===== src/rtl/issue_slot_gen.sv =====
// issue_slot_gen: a single issue-queue slot. Holds one uop, tracks operand
// readiness through tag wakeups (including speculative load-hit wakeups that
// can be revoked), requests issue, and splits two-part uops (addr + data)
// into separate issues when only one operand is ready.
module issue_slot_gen #(
    parameter int NUM_WAKEUP = 4,
    parameter int PREG_W     = 7,
    parameter int BR_MASK_W  = 12,
    parameter int INST_W     = 32
) (
    input  logic                         clock,
    input  logic                         reset,
    input  logic                         in_valid,
    input  logic [1:0]                   in_state,
    input  logic [INST_W-1:0]            in_inst,
    input  logic [PREG_W-1:0]            in_prs1,
    input  logic [PREG_W-1:0]            in_prs2,
    input  logic                         in_prs1_busy,
    input  logic                         in_prs2_busy,
    input  logic [BR_MASK_W-1:0]         in_br_mask,
    input  logic [NUM_WAKEUP-1:0]        wakeup_valid,
    input  logic [NUM_WAKEUP*PREG_W-1:0] wakeup_pdst,
    input  logic [NUM_WAKEUP-1:0]        wakeup_spec,
    input  logic                         ld_miss,
    input  logic                         br_valid,
    input  logic                         br_mispredict,
    input  logic [BR_MASK_W-1:0]         br_onehot,
    input  logic                         grant,
    input  logic                         kill,
    input  logic                         clear,
    output logic                         valid,
    output logic                         will_be_valid,
    output logic                         request,
    output logic [1:0]                   out_state,
    output logic [INST_W-1:0]            out_inst,
    output logic [BR_MASK_W-1:0]         out_br_mask,
    output logic                         out_p1,
    output logic                         out_p2,
    output logic [1:0]                   issued_part
);

    localparam logic [1:0] ST_INVALID = 2'b00;
    localparam logic [1:0] ST_VALID_1 = 2'b01;
    localparam logic [1:0] ST_VALID_2 = 2'b10;

    logic [1:0]           state_reg, state_next;
    logic                 p1_reg, p1_next, p2_reg, p2_next;
    logic                 p1_poison_reg, p1_poison_next;
    logic                 p2_poison_reg, p2_poison_next;
    logic [INST_W-1:0]    inst_reg, inst_next;
    logic [BR_MASK_W-1:0] br_mask_reg, br_mask_next;
    logic [PREG_W-1:0]    prs1_reg, prs1_next, prs2_reg, prs2_next;

    // Per-port tag matches against the held tags and the incoming uop's tags.
    logic [NUM_WAKEUP-1:0] hit1_vec, hit2_vec, hit1_in_vec, hit2_in_vec;

    genvar gi;
    generate
        for (gi = 0; gi < NUM_WAKEUP; gi++) begin : g_wake
            logic [PREG_W-1:0] pdst;
            assign pdst            = wakeup_pdst[gi*PREG_W +: PREG_W];
            assign hit1_vec[gi]    = wakeup_valid[gi] && (pdst == prs1_reg);
            assign hit2_vec[gi]    = wakeup_valid[gi] && (pdst == prs2_reg);
            assign hit1_in_vec[gi] = wakeup_valid[gi] && (pdst == in_prs1);
            assign hit2_in_vec[gi] = wakeup_valid[gi] && (pdst == in_prs2);
        end
    endgenerate

    // Several matching ports act as one; any speculative one poisons the operand.
    logic hit1, hit2, hit1_in, hit2_in;
    logic spec1, spec2, spec1_in, spec2_in;
    assign hit1     = |hit1_vec;
    assign hit2     = |hit2_vec;
    assign hit1_in  = |hit1_in_vec;
    assign hit2_in  = |hit2_in_vec;
    assign spec1    = |(hit1_vec & wakeup_spec);
    assign spec2    = |(hit2_vec & wakeup_spec);
    assign spec1_in = |(hit1_in_vec & wakeup_spec);
    assign spec2_in = |(hit2_in_vec & wakeup_spec);

    logic                 br_kill, ready, grant_eff, full_issue;
    logic                 use1, use2, cancel;
    logic [1:0]           parts;
    logic [BR_MASK_W-1:0] br_resolved;

    // Issue request, issued part and grant cancellation for the current cycle.
    always_comb begin
        valid       = (state_reg != ST_INVALID);
        br_kill     = valid && br_valid && br_mispredict && |(br_mask_reg & br_onehot);
        br_resolved = (br_valid && !br_mispredict) ? br_onehot : '0;
        ready       = 1'b0;
        if (state_reg == ST_VALID_1) ready = p1_reg && p2_reg;
        if (state_reg == ST_VALID_2) ready = p1_reg || p2_reg;
        request     = valid && !kill && !br_kill && ready;
        grant_eff   = grant && request;
        full_issue  = (state_reg == ST_VALID_1) || (p1_reg && p2_reg);
        parts       = full_issue ? 2'b11 : (p1_reg ? 2'b01 : 2'b10);
        issued_part = grant_eff ? parts : 2'b00;
        // A granted operand that rode on a now-revoked load wakeup undoes the grant.
        use1        = full_issue || p1_reg;
        use2        = full_issue || (!p1_reg && p2_reg);
        cancel      = grant_eff && ld_miss &&
                      ((use1 && p1_poison_reg) || (use2 && p2_poison_reg));
        will_be_valid = valid && !kill && !br_kill && !(grant_eff && full_issue && !cancel);
    end

    // Next-state: operand tracking first, then the state priority chain.
    always_comb begin
        state_next     = state_reg;
        inst_next      = inst_reg;
        prs1_next      = prs1_reg;
        prs2_next      = prs2_reg;
        br_mask_next   = br_mask_reg & ~br_resolved;
        p1_next        = p1_reg;
        p2_next        = p2_reg;
        p1_poison_next = p1_poison_reg;
        p2_poison_next = p2_poison_reg;

        // Revocation applies to last cycle's wakeups; a fresh wakeup this cycle wins.
        if (ld_miss && p1_poison_reg) begin
            p1_next        = 1'b0;
            p1_poison_next = 1'b0;
        end
        if (ld_miss && p2_poison_reg) begin
            p2_next        = 1'b0;
            p2_poison_next = 1'b0;
        end
        if (hit1) begin
            p1_next        = 1'b1;
            p1_poison_next = spec1;
        end
        if (hit2) begin
            p2_next        = 1'b1;
            p2_poison_next = spec2;
        end

        if (kill) begin
            state_next = ST_INVALID;
        end else if (in_valid) begin
            state_next     = in_state;
            inst_next      = in_inst;
            prs1_next      = in_prs1;
            prs2_next      = in_prs2;
            br_mask_next   = in_br_mask & ~br_resolved;
            p1_next        = !in_prs1_busy || hit1_in;
            p2_next        = !in_prs2_busy || hit2_in;
            p1_poison_next = hit1_in && spec1_in;
            p2_poison_next = hit2_in && spec2_in;
        end else if (br_kill) begin
            state_next = ST_INVALID;
        end else if (grant_eff) begin
            if (!cancel) begin
                if (full_issue) begin
                    state_next = ST_INVALID;
                end else begin
                    // The issued half no longer gates the remaining half.
                    state_next = ST_VALID_1;
                    if (p1_reg) begin
                        p1_next        = 1'b1;
                        p1_poison_next = 1'b0;
                    end else begin
                        p2_next        = 1'b1;
                        p2_poison_next = 1'b0;
                    end
                end
            end
        end else if (clear) begin
            state_next = ST_INVALID;
        end
    end

    // Slot registers with synchronous reset.
    always_ff @(posedge clock) begin
        if (reset) begin
            state_reg     <= ST_INVALID;
            p1_reg        <= 1'b0;
            p2_reg        <= 1'b0;
            p1_poison_reg <= 1'b0;
            p2_poison_reg <= 1'b0;
            inst_reg      <= '0;
            br_mask_reg   <= '0;
            prs1_reg      <= '0;
            prs2_reg      <= '0;
        end else begin
            state_reg     <= state_next;
            p1_reg        <= p1_next;
            p2_reg        <= p2_next;
            p1_poison_reg <= p1_poison_next;
            p2_poison_reg <= p2_poison_next;
            inst_reg      <= inst_next;
            br_mask_reg   <= br_mask_next;
            prs1_reg      <= prs1_next;
            prs2_reg      <= prs2_next;
        end
    end

    assign out_state   = state_reg;
    assign out_inst    = inst_reg;
    assign out_br_mask = br_mask_reg;
    assign out_p1      = p1_reg;
    assign out_p2      = p2_reg;

endmodule

===== config.mk =====
export PLATFORM = sky130hd
export DESIGN_NAME = issue_slot_gen
export DESIGN_NICKNAME = d
export VERILOG_FILES = /design/src/rtl/issue_slot_gen.sv
export SDC_FILE = /design/constraint.sdc
export NUM_CORES = 1
export LEC_CHECK = 0
export ABC_AREA = 1
export CAP_MARGIN = 20
export CORE_ASPECT_RATIO = 1.5
export CORE_UTILIZATION = 58
export DETAILED_ROUTE_END_ITERATION = 6
export DONT_BUFFER_PORTS = 1
export PLACE_DENSITY = 0.8
export RECOVER_POWER = 100
export SLEW_MARGIN = 25
export SYNTH_ARGS = -nofsm -noshare
export SYNTH_HDL_FRONTEND = slang
export SYNTH_SLANG_ARGS = --single-unit

===== constraint.sdc =====
create_clock -name clock -period 1.2 [get_ports clock]
set_input_delay 0.18 -clock clock [delete_from_list [all_inputs] [get_ports clock]]
set_output_delay 0.18 -clock clock [all_outputs]
set_load 0.02 [all_outputs]

==> flow_metrics.env, run 1 <==
export IMPL_power_density_mw_per_mm2=1110
export IMPL_htree_levels=3
export IMPL_drc=6
export IMPL_cts_buffer_depth=2
export IMPL_required_ps=1020
export IMPL_dp_hpwl_um=14400
export IMPL_syn_to_final_growth_pct=23.0
export IMPL_avgSynthCellArea_um2=5.70
export IMPL_maxCapViolations=0
export IMPL_reg2regPathDepth=13
export IMPL_ios=172
export IMPL_async_flop_share_pct=0
export IMPL_num_nets_final=1017
export IMPL_root_buffer="clkbuf_16"
export IMPL_die_x_um=75.6
export IMPL_numCtsBuffers=9
export IMPL_start_kind="flop"
export IMPL_start_util_pct=60.7
export IMPL_cp_max_fo=4
export IMPL_violations="design-rule violations, negative setup slack"
export IMPL_relSlewSlack_pct=63.3
export IMPL_hold_viol=0
export IMPL_worstSetupPathType="flop to output pin"
export IMPL_switchingPower_mw=2.20
export IMPL_die_y_um=112
export IMPL_ir_drop_mv=0.863
export IMPL_outcome="finished with violations"
export IMPL_synth_area_leaders="dfxtp_1 (27%), nand2_1 (22%), nor2_1 (12%)"
export IMPL_synth_top_area_share_pct=27.2
export IMPL_io_buffers=0
export IMPL_ff2ff_setup_slack_ps=-590
export IMPL_largest_reg_flops=32
export IMPL_regArea_mm2=0.00131
export IMPL_timing_rr_end="out_state[0]"
export IMPL_fin_ws_ps=-619
export IMPL_synth_area_mm2=0.00471
export IMPL_synth_ff_type="dfxtp_1"
export IMPL_num_rows=39
export IMPL_fp_dieArea_mm2=0.00850
export IMPL_power_clock_fraction_pct=37.9
export IMPL_grt_pass1_wl_um=30300
export IMPL_fmax_ghz=0.550
export IMPL_fin_setup_tns_ps=-5130
export IMPL_combPwrFrac_pct=23.5
export IMPL_grt_start_max_net_pins=30
export IMPL_tightest_slew_ps=551
export IMPL_antenna_found_initial=0
export IMPL_vias_per_cell=6.15
export IMPL_drive_gt1_share_pct=18.4
export IMPL_clock_skew_ps=10.1
export IMPL_multiInputGateArea_mm2=0.00311
export IMPL_min_from="in_inst[2]"
export IMPL_holdPathStages=2
export IMPL_place_gp_congestion=1.10
export IMPL_p_sw_share_pct=34.2
export IMPL_wl_per_cell_um=20.5
export IMPL_min_path_type="primary input to flop"
export IMPL_drt_iter0_markers=678
export IMPL_period_share_pct=152
export IMPL_yosys_warnings=0
export IMPL_synth_most_common_cell="nand2_1"
export IMPL_hold_end="out_inst[2]"
export IMPL_yosys_area_top_type="dfxtp_1"
export IMPL_core_mm2=0.00776
export IMPL_firstDrtPassIters=7
export IMPL_r2r_start="out_br_mask[4]"
export IMPL_grt_ovfl_total=0
export IMPL_syn_nets=946
export IMPL_antennaDiodeCount=0
export IMPL_cts_tree="done"
export IMPL_ant_nets=0
export IMPL_end_kind="output pin"
export IMPL_synth_common_cells="nand2_1 (278), nor2_1 (156), dfxtp_1 (64), o21ai_0 (61), inv_1 (49)"
export IMPL_vias=6181
export IMPL_drv_slew=0
export IMPL_ys_seq_area_share_pct=27.2
export IMPL_rsz0062_at_grt="true"
export IMPL_synth_edff_count=0
export IMPL_cp_arrival_ps=1640
export IMPL_preCtsSetupSlack_ps=-355
export IMPL_cts_num_sinks=64
export IMPL_clk_latency_ps=340
export IMPL_fin_crit_ps=1820
export IMPL_p_int_mw=4.24
export IMPL_seq_power_share_pct=38.6
export IMPL_syn_instance_count=827
export IMPL_grt_pass1_vias=6064
export IMPL_grtUsageTotal_pct=48.3
export IMPL_leakagePower_nw=2.77
export IMPL_setup_viol=11
export IMPL_synth_seq_cells=64
export IMPL_whs_ps=12.8
export IMPL_synth_cell_type_count=33
export IMPL_totalWireLength_um=20600
export IMPL_fillers=604
export IMPL_clk_pin_slew_ps=60
layer usage:
layer | GRT usage [%] | part of all wire, %
met4 | 42.3 | 10
met3 | 18.9 | 11
met5 | 0 | 0
met1 | 43.5 | 31
met2 | 80.3 | 48
power groups by stage:
stage	Sequential, mW	Combinational [mW]	Clock, mW
3_5_place_dp	2.52	1.33	0
6_report	2.48	1.52	2.44
3_3_place_gp	2.51	1.29	0
4_1_cts	2.48	1.42	2.43
5_1_grt	2.50	1.66	2.53
2_1_floorplan	2.55	0.876	0
layout make-up:
class / instances / area share (%)
Clock buffer: 10 / 3.95
Clock inverter: 6 / 0.777
Inverter: 82 / 5.44
Multi-Input combinational cell: 653 / 53.6
Sequential cell: 64 / 22.5
Tap cell: 102 / 2.20
Timing Repair Buffer: 88 / 11.5
stage by stage:
step                cells  util [%]  power [mW]  instance area (um2)
finish               1005      74.7        6.44                 5800
global route         1005      74.7        6.69                 5800
CTS                   999      74.2        6.33                 5760
detailed placement    962      67.3        3.85                 5220
global placement      962      67.3        3.80                 5220
floorplan             827         -        3.42                 4760
worst max-delay path, stage by stage, from the launching register on:
cell and delay, ps:
dfxtp_4 380, inv_4 50, nor2_4 160, nand3_2 100, nand2_2 110, nand4_4 190
nor2_4 200, a21oi_4 100
cell usage in the layout, fill, tap and decap left out, types with 6 or more instances in the layout:
master,count
clkbuf_2,6
clkbuf_1,8
nand2_1,267
dlygate4sd3_1,16
dfxtp_1,48
buf_4,56
nand4_1,9
a311oi_1,12
a21oi_1,26
o21ai_0,61
nor2_1,150
inv_1,61
nor3_2,6
nor2_2,7
nand2_2,17
dfxtp_2,14
xnor2_1,13
xor2_1,6
o21ai_1,11
nand3_1,37
inv_2,18
clkbuf_16,9
o211ai_1,6
worst max-delay path by stage:
| stage | start | to | slack (ps) |
|---|---|---|---|
| 4_1_cts | out_br_mask[0] | will_be_valid | -570 |
| 2_1_floorplan | out_br_mask[10] | p1_poison_reg | -170 |
| 5_1_grt | out_br_mask[5] | will_be_valid | -740 |
| 3_5_place_dp | prs2_reg[6] | out_p2 | -360 |
| 6_report | out_state[0] | will_be_valid | -620 |
| 3_3_place_gp | prs1_reg[5] | p1_poison_reg | -310 |
cells by family (layout without fill, tap and decap cells):
| logic type | after synthesis | after routing | synth area share, % |
|---|---|---|---|
| AOI/OAI and AO/OA | 125 | 125 | 15.2 |
| xor gates and xnor gates | 19 | 19 | 3.53 |
| buffers and inverters | 110 | 186 | 9.37 |
| DFF | 64 | 64 | 27.2 |
| and+or+nand+nor | 509 | 509 | 44.7 |
timing repair:
item,in CTS,in global routing
cloned,0,0
pin swaps,5,11
hold buffers,16,0
setup endpoints to repair,11,11
gates resized for setup,17,17
setup buffers,5,6
endpoints found under the hold margin,15,0
(Power assumes the default switching activity.)
==> run 2, diff against run 1 <==
Settings changed: REMOVE_ABC_BUFFERS set to 1.
==> flow_metrics.env, run 2 <==
export IMPL_ys_seq_area_share_pct=27.2
export IMPL_synth_fa_ha_area_share_pct=0
export IMPL_stop_stage="global routing"
export IMPL_outcome="did not finish"
export IMPL_num_rows=39
export IMPL_synth_most_common_cell="nand2_1"
export IMPL_grt_ovfl_total=7
export IMPL_htree_levels=3
export IMPL_synth_xor_area_share_pct=3.53
export IMPL_grt_start_max_net_pins=49
export IMPL_die_y_um=112
export IMPL_syn_instance_count=827
export IMPL_cts_buffer_depth=2
export IMPL_synth_compound_area_share_pct=15.2
export IMPL_worst_ep_kind="primary output"
export IMPL_synth_area_leaders="dfxtp_1 (27%), nand2_1 (22%), nor2_1 (12%)"
export IMPL_synth_common_cells="nand2_1 (278), nor2_1 (156), dfxtp_1 (64), o21ai_0 (61), inv_1 (49)"
export IMPL_dp_hpwl_um=14700
export IMPL_grtUsageTotal_pct=76.6
export IMPL_yosys_area_share_simple_pct=44.7
export IMPL_cts_num_sinks=64
export IMPL_start_util_pct=60.7
export IMPL_synth_top_family_by_area="simple AND/OR/NAND/NOR gates"
export IMPL_root_buffer="clkbuf_16"
export IMPL_die_x_um=75.6
export IMPL_synth_cell_type_count=33
export IMPL_async_flop_share_pct=0
export IMPL_io_buffers=0
export IMPL_yosys_warnings=0
export IMPL_synth_seq_cells=64
export IMPL_place_gp_congestion=1.17
export IMPL_synth_ff_type="dfxtp_1"
export IMPL_synthMuxAreaShare_pct=0
export IMPL_numCtsBuffers=9
export IMPL_avgSynthCellArea_um2=5.70
export IMPL_yosys_area_top_type="dfxtp_1"
export IMPL_stop_error="[ERROR GRT-0232] Routing congestion too high. Check the congestion heatmap in the GUI."
export IMPL_synth_top_area_share_pct=27.2
export IMPL_crit_endpoint="will_be_valid"
export IMPL_synth_edff_count=0
export IMPL_ios=172
export IMPL_place_inst=956
export IMPL_synth_area_mm2=0.00471
## run 2: cell counts after synthesis
No cell type changed its count.
## run 2: cells by family after synthesis
logic type,Yosys count
and+or+nand+nor,509
DFF,64
xor gates and xnor gates,19
buffers and inverters,110
AOI/OAI and AO/OA,125
## run 2: what timing repair did
item,in CTS
pin swaps,15
setup buffers,8
resized for setup,18
endpoints found under the hold margin,16
setup endpoints to repair,11
hold buffers,17
## run 2: per-stage QoR
| stage | area, um2 | util (%) | worst slack (ps) |
|---|---|---|---|
| 4_1_cts | 5770 | 74.4 | -579 |
| 3_5_place_dp | 5180 | 66.8 | -409 |
| 3_3_place_gp | 5180 | 66.8 | -337 |
| 2_1_floorplan | 4580 | - | -1040 |
## run 2: per-layer routing
metal | GRT usage, % | overflow
met2 | 88.9 | 2
met1 | 77.5 | 0
met3 | 67.8 | 2
met4 | 70.6 | 3
met5 | 26.8 | 0
==> run 3, diff against run 2 <==
Settings changed: CORE_ASPECT_RATIO 1.5 to not set, CORE_UTILIZATION 58 to 40, PLACE_DENSITY 0.8 to not set, PLACE_DENSITY_LB_ADDON set to 0.15.
Clock period 1.2 ns to 1.56 ns, I/O delays scaled along.
==> flow_metrics.env, run 3 (synthesis gave the netlist of run 1 again) <==
export IMPL_antennaDiodeCount=0
export IMPL_hold_viol=0
export IMPL_drive_gt1_share_pct=17.1
export IMPL_seq_power_share_pct=37.2
export IMPL_drc=0
export IMPL_leakagePower_nw=2.64
export IMPL_p_int_mw=3.52
export IMPL_multiInputGateArea_mm2=0.00307
export IMPL_fin_crit_ps=1780
export IMPL_fin_setup_tns_ps=-1080
export IMPL_root_buffer="clkbuf_16"
export IMPL_clk_pin_slew_ps=60
export IMPL_grt_pass1_wl_um=27900
export IMPL_io_buffers=0
export IMPL_p_sw_share_pct=31.5
export IMPL_totalWireLength_um=18100
export IMPL_wl_per_cell_um=17.9
export IMPL_power_clock_fraction_pct=42.8
export IMPL_drv_slew=0
export IMPL_dp_hpwl_um=14100
export IMPL_switchingPower_mw=1.62
export IMPL_htree_levels=3
export IMPL_cts_num_sinks=64
export IMPL_cp_arrival_ps=1550
export IMPL_die_x_um=111
export IMPL_combPwrFrac_pct=20.0
export IMPL_numCtsBuffers=9
export IMPL_firstDrtPassIters=5
export IMPL_final_cell_area_mm2=0.00559
export IMPL_num_rows=39
export IMPL_grt_ovfl_total=0
export IMPL_fin_ws_ps=-220
export IMPL_finalNonFillerCells=1010
export IMPL_critPathMostFrequentCell="nand2_1"
export IMPL_outcome="finished with violations"
export IMPL_clk_latency_ps=350
export IMPL_place_gp_congestion=0.984
export IMPL_num_nets_final=981
export IMPL_violations="negative setup slack"
export IMPL_worstSetupPathType="flop to output pin"
export IMPL_clock_skew_ps=14.8
export IMPL_setup_viol=7
export IMPL_drt_iter0_markers=482
export IMPL_largest_reg_flops=32
export IMPL_ios=172
export IMPL_required_ps=1330
export IMPL_cts_tree="done"
export IMPL_syn_to_final_growth_pct=18.5
export IMPL_min_path_type="primary input to flop"
export IMPL_tightest_slew_ps=967
export IMPL_core_mm2=0.0115
export IMPL_layout_common_cells="nand2_1 (270), nor2_1 (146), o21ai_0 (60)"
export IMPL_fillers=1212
export IMPL_final_common_cell="nand2_1"
export IMPL_end_kind="output pin"
export IMPL_grtUsageTotal_pct=29.3
export IMPL_grt_pass1_vias=5253
export IMPL_power_density_mw_per_mm2=920
export IMPL_ant_nets=0
export IMPL_period_share_pct=114
export IMPL_slowest_stage="dfxtp_2"
export IMPL_start_util_pct=41.1
export IMPL_place_inst=981
export IMPL_critPathMaxStageDelay_ps=320
export IMPL_regArea_mm2=0.00132
export IMPL_fp_dieArea_mm2=0.0122
export IMPL_start_kind="flop"
export IMPL_cts_buffer_depth=2
export IMPL_maxCapViolations=0
export IMPL_whs_ps=6.17
export IMPL_total_power_mw=5.14
export IMPL_rsz0062_at_grt="true"
export IMPL_grt_start_max_net_pins=57
export IMPL_path_cells="nand2_1 -> nand2_1 -> nor2_2 -> nand3_4 -> nand2_4 -> nand4_4 -> nor2_4 -> a21oi_2 -> buf_4"
export IMPL_relSlewSlack_pct=35.6
export IMPL_ir_drop_mv=0.652
export IMPL_cp_max_fo=4
export IMPL_die_y_um=111
export IMPL_placed_cell_area_mm2=0.00509
export IMPL_vias=5474
export IMPL_fmax_ghz=0.562
export IMPL_antenna_found_initial=0
export IMPL_vias_per_cell=5.42
==> run 3: area by class of cell <==
type                    instances  area share [%]
repair buffers                 52            6.83
flip-flops and latches         64            23.6
well taps                     143            3.20
clock inverters                 7            1.70
multi-input cells             653            55.0
clock buffers                   9            4.03
inverters                      82            5.64
==> run 3: final timing paths <==
path | startpoint | end | slack [ps] | cells after the start
min reg2reg | prs1_reg[6] | prs1_reg[6] | 520 | 2
min | br_valid | out_br_mask[2] | 6 | 1
max reg2reg | out_br_mask[11] | out_state[0] | -20 | 13
max | out_br_mask[11] | will_be_valid | -220 | 9
==> run 3: routing by layer <==
| layer | vias to the layer above | wire [um] | part of all wire (%) | GRT usage [%] |
|---|---|---|---|---|
| li1 | 2692 | - | - | - |
| met4 | 0 | 720 | 4.0 | 14.0 |
| met1 | 2467 | 7550 | 42 | 36.3 |
| met3 | 51 | 1750 | 9.7 | 8.56 |
| met5 | - | 0 | 0 | 0 |
| met2 | 264 | 8040 | 45 | 46.3 |
==> run 3: timing repair <==
item | 4_1_cts | 5_1_grt
setup endpoints to repair | 6 | 10
resized for setup | 8 | 48
buffers inserted | 4 | 3
hold buffers | 5 | 2
hold endpoints to repair | 6 | 2
gates cloned | 0 | 0
pin swaps | 4 | 16
==> run 3: power by group through the flow <==
stage	registers [mW]	logic, mW	clock network, mW
5_1_grt	1.92	1.15	2.31
4_1_cts	1.91	1.00	2.23
6_report	1.91	1.03	2.20
2_1_floorplan	1.95	0.627	0
3_5_place_dp	1.94	0.971	0
3_3_place_gp	1.94	0.968	0
==> run 3: through the flow <==
stage,setup slack [ps],utilization (%)
floorplan,-739,-
global placement,-16.0,44.4
detailed placement,-57.6,44.4
CTS,-308,48.1
global route,-326,48.7
finish,-220,48.7
==> run 3: critical path, delay by kind of cell, from the launching register on <==
kind | cells | cell delay [ps]
buffers and inverters | 1 | 150
AO/OA/AOI/OAI | 1 | 60
flip-flops | 1 | 320
AND/OR/NAND/NOR | 7 | 670
==> run 4, diff against run 3 <==
==> constraint.sdc (replaced) <==
create_clock -name clock -period 1.56 [get_ports clock]
set_input_delay 0.156 -clock clock [delete_from_list [all_inputs] [get_ports clock]]
set_output_delay 0.156 -clock clock [all_outputs]
set_load 0.02 [all_outputs]
==> flow_metrics.env, run 4 (synthesis gave the netlist of run 1 again) <==
export IMPL_p_sw_share_pct=30.5
export IMPL_holdPathStages=2
export IMPL_final_cell_area_mm2=0.00583
export IMPL_rsz0062_at_grt="true"
export IMPL_finalNonFillerCells=1036
export IMPL_clock_skew_ps=12.1
export IMPL_critPathMostFrequentCell="nand2_4"
export IMPL_grt_pass1_vias=5343
export IMPL_core_mm2=0.0115
export IMPL_maxCapViolations=0
export IMPL_min_path_type="primary input to flop"
export IMPL_cts_tree="done"
export IMPL_ir_drop_mv=1.06
export IMPL_tightest_slew_ps=669
export IMPL_place_inst=980
export IMPL_violations="negative setup slack"
export IMPL_worstSetupPathType="flop to output pin"
export IMPL_placed_cell_area_mm2=0.00505
export IMPL_io_buffers=0
export IMPL_vias=5610
export IMPL_slowest_stage="dfxtp_1"
export IMPL_clk_pin_slew_ps=60
export IMPL_seq_power_share_pct=35.8
export IMPL_grtUsageTotal_pct=30.7
export IMPL_die_x_um=111
export IMPL_outcome="finished with violations"
export IMPL_min_from="in_inst[6]"
export IMPL_preCtsSetupSlack_ps=-7.68
export IMPL_root_buffer="clkbuf_16"
export IMPL_htree_levels=3
export IMPL_totalWireLength_um=19000
export IMPL_regArea_mm2=0.00131
export IMPL_drv_slew=0
export IMPL_required_ps=1400
export IMPL_grt_pass1_wl_um=29000
export IMPL_grt_ovfl_total=0
export IMPL_setup_viol=8
export IMPL_firstDrtPassIters=6
export IMPL_start_kind="flop"
export IMPL_vias_per_cell=5.42
export IMPL_hold_end="out_inst[6]"
export IMPL_timing_rr_end="out_state[0]"
export IMPL_cp_max_fo=6
export IMPL_ios=172
export IMPL_reg2regPathDepth=13
export IMPL_num_rows=39
export IMPL_path_cells="a21oi_4 -> nand2_4 -> nand2_4 -> o22ai_4 -> nor2_4 -> a21oi_2 -> buf_4"
export IMPL_total_power_mw=5.34
export IMPL_relSlewSlack_pct=55.4
export IMPL_numCtsBuffers=9
export IMPL_critPathMaxStageDelay_ps=490
export IMPL_cts_num_sinks=64
export IMPL_fin_crit_ps=1760
export IMPL_antenna_found_initial=0
export IMPL_p_int_mw=3.71
export IMPL_worst_path_buf_inv=1
export IMPL_drive_gt1_share_pct=16.0
export IMPL_multiInputGateArea_mm2=0.00307
export IMPL_clk_latency_ps=340
export IMPL_drt_iter0_markers=532
export IMPL_num_nets_final=1008
export IMPL_antennaDiodeCount=0
export IMPL_drc=0
export IMPL_final_common_cell="nand2_1"
export IMPL_syn_to_final_growth_pct=23.7
export IMPL_period_share_pct=113
export IMPL_die_y_um=111
export IMPL_cp_arrival_ps=1600
export IMPL_combPwrFrac_pct=20.4
export IMPL_ant_nets=0
export IMPL_hold_viol=0
export IMPL_wl_per_cell_um=18.4
export IMPL_fin_ws_ps=-196
export IMPL_dp_hpwl_um=14400
export IMPL_place_gp_congestion=0.990
export IMPL_fillers=1186
export IMPL_power_density_mw_per_mm2=916
export IMPL_switchingPower_mw=1.63
export IMPL_layout_common_cells="nand2_1 (273), nor2_1 (146), o21ai_0 (63)"
export IMPL_end_kind="output pin"
export IMPL_r2r_start="out_br_mask[6]"
export IMPL_largest_reg_flops=32
export IMPL_cts_buffer_depth=2
export IMPL_power_clock_fraction_pct=43.8
export IMPL_finish_utilization_pct=50.8
export IMPL_fp_dieArea_mm2=0.0122
export IMPL_leakagePower_nw=2.75
export IMPL_whs_ps=7.60
export IMPL_start_util_pct=41.1
export IMPL_fmax_ghz=0.569
export IMPL_fin_setup_tns_ps=-785
export IMPL_critPathTopFamily="flip-flops"
export IMPL_ff2ff_setup_slack_ps=-60
export IMPL_grt_start_max_net_pins=42
## run 4: what timing repair did
action	in CTS	in global routing
resized for setup	11	35
setup buffers	4	2
pin swaps	6	9
hold buffers	35	0
setup endpoints to repair	8	10
hold endpoints to repair	33	0
## run 4: worst reg2reg max path: cells and delay by family (launching register included)
| family | cells | cell delay [ps] |
|---|---|---|
| AO/OA/AOI/OAI | 1 | 180 |
| buffers and inverters | 2 | 300 |
| AND/OR/NAND/NOR | 10 | 780 |
| flip-flops | 1 | 320 |
## run 4: layout make-up
class,count,share of cell area [%]
inverters,82,5.32
multi-input cells,653,52.6
clock buffers,9,3.86
clock inverters,6,1.87
well taps,143,3.07
repair buffers,79,10.9
flip-flops and latches,64,22.4
## run 4: worst max path at each step
| stage | start | endpoint | slack, ps | depth (start not counted) |
|---|---|---|---|---|
| global route | out_state[0] | will_be_valid | -290 | 9 |
| global placement | prs1_reg[6] | p1_poison_reg | 30 | 12 |
| CTS | out_br_mask[1] | will_be_valid | -230 | 9 |
| detailed placement | prs1_reg[6] | p1_poison_reg | -8 | 12 |
| finish | out_p2 | will_be_valid | -200 | 7 |
| floorplan | kill | out_p1 | -660 | 6 |
## run 4: power by group through the flow
| stage | registers [mW] | logic (mW) | clock network, mW |
|---|---|---|---|
| after floorplan | 1.95 | 0.627 | 0 |
| after global placement | 1.93 | 0.953 | 0 |
| after detailed placement | 1.94 | 0.962 | 0 |
| after CTS | 1.90 | 1.06 | 2.40 |
| after global routing | 1.92 | 1.20 | 2.45 |
| final | 1.91 | 1.09 | 2.34 |
## run 4: routing by layer
| metal | GRT usage, % | wire (um) | vias up | share of wire (%) |
|---|---|---|---|---|
| met5 | 0 | 0 | - | 0 |
| met4 | 11.7 | 683 | 0 | 3.6 |
| met3 | 11.1 | 1830 | 45 | 9.6 |
| met2 | 51.8 | 8820 | 265 | 46 |
| met1 | 35.3 | 7690 | 2556 | 40 |
| li1 | - | - | 2744 | - |
